--- src/rtl/ivnormalizer.sv ---
// ivnormalizer: 2-stage packed-SIMD bit-scan unit (per-lane clz/ctz/cpop) with valid/ready, flush and tag.
// Define IVNORMALIZER_CPOP_EN to build the popcount path; without it op=10 behaves as reserved.
module ivnormalizer #(
   parameter int TAG_W = 6
) (
   input  logic             cpu_clock_i,
   input  logic             cpu_resetn_i,
   input  logic             flush_i,
   input  logic             valid_i,
   output logic             ready_o,
   input  logic [31:0]      a_i,
   input  logic             size_i,
   input  logic [1:0]       op_i,
   input  logic [TAG_W-1:0] tag_i,
   output logic             valid_o,
   input  logic             ready_i,
   output logic [31:0]      c_o,
   output logic [TAG_W-1:0] tag_o
);

   typedef enum logic [1:0] {
      OP_CLZ  = 2'b00,
      OP_CTZ  = 2'b01,
      OP_CPOP = 2'b10,
      OP_RSVD = 2'b11
   } op_e;

   function automatic logic [3:0] lz8(input logic [7:0] b);
      logic [3:0] cnt;
      cnt = 4'd8;
      for (int i = 0; i < 8; i++) begin
         if (b[i]) cnt = 4'(7 - i);
      end
      return cnt;
   endfunction

   function automatic logic [3:0] tz8(input logic [7:0] b);
      logic [3:0] cnt;
      cnt = 4'd8;
      for (int i = 7; i >= 0; i--) begin
         if (b[i]) cnt = 4'(i);
      end
      return cnt;
   endfunction

`ifdef IVNORMALIZER_CPOP_EN
   function automatic logic [3:0] pc8(input logic [7:0] b);
      logic [3:0] cnt;
      cnt = 4'd0;
      for (int i = 0; i < 8; i++) begin
         cnt = cnt + {3'b0, b[i]};
      end
      return cnt;
   endfunction
`endif

   logic                 s1_valid;
   logic [3:0][3:0]      s1_lz;
   logic [3:0][3:0]      s1_tz;
   logic [3:0]           s1_z;
   logic                 s1_size;
   op_e                  s1_op;
   logic [TAG_W-1:0]     s1_tag;
   logic [3:0][3:0]      lz_d;
   logic [3:0][3:0]      tz_d;
   logic [3:0]           z_d;
   logic [31:0]          c_next;
`ifdef IVNORMALIZER_CPOP_EN
   logic [3:0][3:0]      s1_pc;
   logic [3:0][3:0]      pc_d;
`endif

   logic s2_ready;
   logic accept;
   logic advance;

   assign s2_ready = !valid_o || ready_i;
   assign ready_o  = !s1_valid || s2_ready;
   assign accept   = valid_i && ready_o && !flush_i;
   assign advance  = s1_valid && s2_ready && !flush_i;

   // Per-byte scans feed stage 1; halfword results are assembled from these in stage 2.
   always_comb begin
      for (int k = 0; k < 4; k++) begin
         lz_d[k] = lz8(a_i[8*k +: 8]);
         tz_d[k] = tz8(a_i[8*k +: 8]);
         z_d[k]  = (a_i[8*k +: 8] == 8'h00);
`ifdef IVNORMALIZER_CPOP_EN
         pc_d[k] = pc8(a_i[8*k +: 8]);
`endif
      end
   end

   // NOTE: every variable written here gets a default first, so no path can infer a latch.
   always_comb begin : combine
      logic [4:0] hw;
      c_next = '0;
      hw     = '0;
      if (!s1_size) begin
         for (int k = 0; k < 4; k++) begin
            case (s1_op)
               OP_CLZ:  c_next[8*k +: 8] = {4'b0, s1_lz[k]};
               OP_CTZ:  c_next[8*k +: 8] = {4'b0, s1_tz[k]};
`ifdef IVNORMALIZER_CPOP_EN
               OP_CPOP: c_next[8*k +: 8] = {4'b0, s1_pc[k]};
`endif
               default: c_next[8*k +: 8] = 8'h00;
            endcase
         end
      end else begin
         for (int h = 0; h < 2; h++) begin
            hw = '0;
            case (s1_op)
               OP_CLZ:  hw = s1_z[2*h+1] ? 5'd8 + {1'b0, s1_lz[2*h]}   : {1'b0, s1_lz[2*h+1]};
               OP_CTZ:  hw = s1_z[2*h]   ? 5'd8 + {1'b0, s1_tz[2*h+1]} : {1'b0, s1_tz[2*h]};
`ifdef IVNORMALIZER_CPOP_EN
               OP_CPOP: hw = {1'b0, s1_pc[2*h]} + {1'b0, s1_pc[2*h+1]};
`endif
               default: hw = '0;
            endcase
            c_next[16*h +: 16] = {11'b0, hw};
         end
      end
   end

   // NOTE: reset clears the data registers as well as the valid bits so c_o/tag_o read 0 after reset.
   always_ff @(posedge cpu_clock_i) begin
      if (!cpu_resetn_i) begin
         s1_valid <= 1'b0;
         s1_lz    <= '0;
         s1_tz    <= '0;
         s1_z     <= '0;
         s1_size  <= 1'b0;
         s1_op    <= OP_CLZ;
         s1_tag   <= '0;
`ifdef IVNORMALIZER_CPOP_EN
         s1_pc    <= '0;
`endif
         valid_o  <= 1'b0;
         c_o      <= '0;
         tag_o    <= '0;
      end else begin
         // Flush wins over any accept or advance in the same cycle.
         if (flush_i)      s1_valid <= 1'b0;
         else if (accept)  s1_valid <= 1'b1;
         else if (advance) s1_valid <= 1'b0;

         if (accept) begin
            s1_lz   <= lz_d;
            s1_tz   <= tz_d;
            s1_z    <= z_d;
            s1_size <= size_i;
            s1_op   <= op_e'(op_i);
            s1_tag  <= tag_i;
`ifdef IVNORMALIZER_CPOP_EN
            s1_pc   <= pc_d;
`endif
         end

         if (flush_i)      valid_o <= 1'b0;
         else if (advance) valid_o <= 1'b1;
         else if (ready_i) valid_o <= 1'b0;

         if (advance) begin
            c_o   <= c_next;
            tag_o <= s1_tag;
         end
      end
   end

endmodule

--- config.mk ---
export PLATFORM = sky130hd
export DESIGN_NAME = ivnormalizer
export DESIGN_NICKNAME = d
export VERILOG_FILES = /design/src/rtl/ivnormalizer.sv
export SDC_FILE = /design/constraint.sdc
export NUM_CORES = 1
export LEC_CHECK = 0
export BUFFER_PORTS_ARGS = -buffer_cell sky130_fd_sc_hd__buf_4
export CORE_UTILIZATION = 50
export CTS_BUF_LIST = sky130_fd_sc_hd__clkbuf_4 sky130_fd_sc_hd__clkbuf_8
export CTS_CLUSTER_SIZE = 25
export DETAILED_ROUTE_END_ITERATION = 6
export PLACE_DENSITY = 0.8
export RECOVER_POWER = 50
export REMOVE_ABC_BUFFERS = 1
export SLEW_MARGIN = 20
export SYNTH_ARGS = -nofsm -noshare
export SYNTH_HDL_FRONTEND = slang
export SYNTH_SLANG_ARGS = --single-unit
--- constraint.sdc ---
create_clock -name cpu_clock_i -period 1.4 [get_ports cpu_clock_i]
set_input_delay 0.28 -clock cpu_clock_i [delete_from_list [all_inputs] [get_ports cpu_clock_i]]
set_output_delay 0.28 -clock cpu_clock_i [all_outputs]
set_load 0.02 [all_outputs]
-- Word level (Yosys, flattened, before mapping)
Index checks and enable logic that the tools add are counted.
- input bits: 46
- register bits after elaboration: 85
- output and inout port bits: 40
- logic and storage cells: 118
- equality and inequality tests: 1
- mux-type cells: 79
- $add $sub $neg: 4
- reductions and logical operators: 17
- bitwise operators: 1
- operators by type and width (cell ; count):
    $mux 4 ; 64
    $logic_not 8->1 ; 4
    $mux 32 ; 1
    $pmux 4 s2 ; 4
    $add 4x4->5 const A ; 4
    $mux 5 ; 4
    $pmux 5 s2 ; 2
    $logic_and 1x1->1 ; 4
    $mux 1 ; 4
    $reduce_bool 2->1 ; 2
    $logic_not 1->1 ; 3
    $eq 2x1->1 const B ; 1
    $logic_not 2->1 ; 1
    $logic_or 1x1->1 ; 2
    $reduce_or 2->1 ; 1
    $not 1->1 ; 1

-- Logic depth before layout (Yosys ltp)
- depth in word-level cells: 8
- gate-level depth with buffers: 5
- depth with buffers taken out: 4

-- Least setup slack after synthesis
No wires, ideal clock.
- path type: flip-flop to flip-flop
- start point: register valid_o
- end point: register s1_lz[12] in the netlist's numbering
- buffers on the path: 1
- arrival: 1.405 ns
- period minus slack after synthesis: 1.523 ns
- library setup time: 0.117 ns
- setup slack: -0.123 ns
- required time: 1.283 ns
- cell stages (with the launch flop): 6
- path through: dfxtp_1 -> nand3b_1 -> nand3b_2 -> buf_2 -> nor3b_1 -> a32o_1
- longest elaborated chain between the ends: 5
- ends and longest elaborated chain (item ; line ; RTL):
    start: declaration ; 15 ; output logic valid_o,
    start signal: assignment ; 139 ; valid_o <= 1'b0;
    start signal: assignment ; 160 ; if (flush_i) valid_o <= 1'b0;
    start signal: assignment ; 161 ; else if (advance) valid_o <= 1'b1;
    $logic_not 1->1 ; 77 ; assign s2_ready = !valid_o || ready_i;
    $logic_or 1x1->1 ; 77 ;
    $logic_or 1x1->1 ; 78 ; assign ready_o = !s1_valid || s2_ready;
    named net ready_o ; 10 ; output logic ready_o,
    $logic_and 1x1->1 (2 in series) ; 79 ; assign accept = valid_i && ready_o && !flush_i;
    end signal: assignment ; 149 ; s1_lz <= lz_d;
    end: declaration ; 58 ; logic [3:0][3:0] s1_lz;
The timed path passes the listed nets, and every way through them passes these cells.
A chain may end at the register's enable or synchronous reset.

-- Worst setup path in the final report
- start point: register s1_valid
- end point: register s1_lz[3] in the netlist's numbering
- longest elaborated chain between the ends: 4
- ends and longest elaborated chain (item ; line ; RTL):
    start: declaration ; 57 ; logic s1_valid;
    start signal: assignment ; 129 ; s1_valid <= 1'b0;
    start signal: assignment ; 144 ; if (flush_i) s1_valid <= 1'b0;
    start signal: assignment ; 145 ; else if (accept) s1_valid <= 1'b1;
    $logic_not 1->1 ; 78 ;
    $logic_or 1x1->1 ; 78 ;
    $logic_and 1x1->1 (2 in series) ; 79 ;
No other way between the ends.

==> metrics <==
status finished with violations; failing checks negative setup slack; #FFs+latches synth 71; PwrDens 928 mW/mm^2; xor/xnor share of the synthesized area 0; Sw Share 0.270; WS Path Type flop to flop; Ports 86; post-synthesis mux area share 0.0707; CTS Sinks 71; hold path start tag_i[1]; H-tree depth 3; Worst Path Required 1670 ps; unique cell type count in the Yosys netlist 39; GR Util All Layers 0.233; P&R area growth vs syn 30.2%; final hold slack 171 ps; multi-input logic area 0.00206 mm^2; DRT iter0 DRCs 261; Clock transition at path regs around 90 ps; largest net degree at the start of global routing 52; CTS Hold Bufs 0; Peak Freq 674 MHz; worst r2r path cells 5; Min-Delay Path Depth 3; worst r2r dst s1_lz[3]; drt total wl 9.77 mm; total number of vias 3,405; CP Capture Type flop; register share of total power 0.479; die width approximately 87 um; Final Instance Count excl. Fillers 604; hpwl dp 5.90 mm; GP Congestion 0.846; Least-Margin Pin Slew a little under 600 ps; largest family of logic cells by synthesized area simple AND/OR/NAND/NOR gates; sw power roughly 1.2 mW; combinational share of power 0.132; final worst-path cycle share 1.06; Synth Area in Compound Gates 0.227; grt ovf 0; Ant. Diodes 0; IO buf count 71; Synth Cell Area 0.00359 mm^2; NumNets Final 549; Max clock buf depth 2; CTS root buf clkbuf_8; first-pass GRT wire length around 14 mm; register area 0.00143 mm^2; Starting Density 0.523; antenna violations before repair 0; via density per instance approximately 5.6; CORE AREA 0.00687 mm^2; clock skew 9.75 ps; router iterations before antenna repair 5; RSZ-0062 raised after global routing true; die area 0.00753 mm^2; CP startpoint kind flop; Die Height 86.8 um; Hold EP s1_tag[1]; YS warnings 0; Clk network pwr share 0.390; Simple-Gate Fraction of Synth Area 0.240; Post-Syn Area per Cell 8.77 um^2; Rel. slew slack 0.605; wire per inst 16.2 um; sequential-to-total area share from yosys stat 0.395; critical path data arrival time ~1800 ps; Pint approximately 3.2 mW; adder-cell share of the synthesized area 0; Clock Latency Late Sink 360 ps; final setup violation count 2; CP max FO 8; VDD IR max 0.000595 V; r2r setup slk -80 ps; Final WS setup -82.6 ps; Placed Cells 577; final hold violations 0; fin. max-slew vios 0; Final min period about 1500 ps; Leak Pwr roughly 1.7 nW; CTS tree yes; number of CTS-inserted buffers 9; Max-Cap Viols 0; num rows 30; # fillers approximately 570; most frequent cells in the layout dfxtp_1 (67), buf_4 (67), nand2_1 (63); DRC viols 0; vias in the first global route 2,979; worst reg2reg startpoint s1_valid; post-synthesis instance total between 400 and 500; antenna-violating nets left 0; layout cell share with drive strength beyond 1 0.258; hold crit path type primary input to flop
critical path, stage by stage (launching register included):
cell and delay, ps:
dfxtp_4 360, nand3b_1 120, and3b_2 340, buf_12 170
nand3_1 150, a21boi_0 250
timing repair:
item / in CTS / in global routing
setup endpoints to repair: 12 / 37
gates cloned: 0 / 6
gates resized for setup: 2 / 41
buffers inserted: 0 / 5
pin swaps: 0 / 14
routing by layer:
layer | up-vias | part of all wire | track usage
met5 | - | 0 | 0
met4 | 0 | 0.016 | 0.0576
met3 | 23 | 0.063 | 0.0571
met2 | 147 | 0.48 | 0.401
met1 | 1596 | 0.44 | 0.292
li1 | 1639 | - | -
power groups by stage:
stage	clock network (mW)	registers, mW	logic (mW)
final	1.69	2.08	0.572
after global routing	1.79	2.08	0.613
after CTS	1.70	2.08	0.492
after detailed placement	0	2.13	0.491
after global placement	0	2.12	0.479
after floorplan	0	2.13	0.215
kinds of logic (layout without fill, tap and decap cells):
family / count (synthesis) / in the layout
flip-flops: 71 / 71
buffers and inverters: 45 / 130
other: 1 / 14
AO/OA/AOI/OAI: 109 / 109
AND/OR/NAND/NOR: 160 / 160
multiplexers: 24 / 24
stage by stage:
stage / cell area (um^2) / power (mW) / util / TNS [ps] / setup WS, ps
after CTS: 4540 / 4.27 / 0.660 / 0 / 13.9
after global routing: 4680 / 4.48 / 0.682 / -577 / -124
final: 4680 / 4.34 / 0.682 / -85.2 / -82.6
after detailed placement: 4330 / 2.62 / 0.630 / -226 / -45.9
after global placement: 4330 / 2.60 / 0.630 / -64.0 / -21.8
after floorplan: 3440 / 2.34 / - / -16940 / -429
synthesized netlist by cell type:
cell type  instances  area [um^2]
dfxtp_1           71         1420
nand2_1           63          236
a21boi_0          43          323
nor2_1            17         63.8
o311ai_0          16          140
nor2b_1           15         93.8
buf_4             14          105
a21oi_1           13         65.1
mux2i_1           13          130
buf_2             12         60.1
mux2_2            11          124
a22oi_1           10         75.1
clkbuf_1          10         37.5
nand3_1           10         50.1
nand3b_1          10         75.1
inv_1              9         33.8
nand2b_1           9         56.3
o21ai_0            9         45.0
a32o_1             8         80.1
nor3_1             8         40.0
nor3b_1            8         60.1
nor4_1             8         50.1
a221o_1            4         40.0
a211oi_1           3         22.5
nor4_4             2         42.5
and2_2             1         7.51
and2_4             1         8.76
and2b_1            1         7.51
and2b_4            1         10.0
and3b_1            1         8.76
conb_1             1         3.75
nand2b_4           1         13.8
nand3b_2           1         11.3
nand4bb_1          1         11.3
o211a_1            1         10.0
o21a_1             1         7.51
o31ai_1            1         7.51
or2_4              1         8.76
or2b_1             1         7.51
cell type report:
type,instances,area share
Clock inverter,7,0.0171
Inverter,9,0.00722
Timing Repair Buffer,105,0.179
Sequential cell,71,0.305
Multi-Input combinational cell,307,0.440
Clock buffer,9,0.0265
Tap cell,96,0.0257
flip-flops by register name, summed over array words and instances (netlist names):
signal / flops
s1_size: 1
s1_valid: 1
s1_z: 4
s1_tag: 6
tag_o: 6
s1_lz: 16
s1_op: 2
valid_o: 1
c_o: 18
s1_tz: 16
worst max path at each step:
stage / start / end / slack, ps / cells after the start
2_1_floorplan: valid_o / s1_lz[0] / -430 / 4
3_3_place_gp: ready_i / c_o[2] / -20 / 5
3_5_place_dp: ready_i / c_o[16] / -50 / 5
4_1_cts: valid_o / c_o[16] / 10 / 4
5_1_grt: s1_valid / s1_lz[3] / -120 / 5
6_report: s1_valid / s1_lz[3] / -80 / 5
Power figures use the tool's default switching activity.
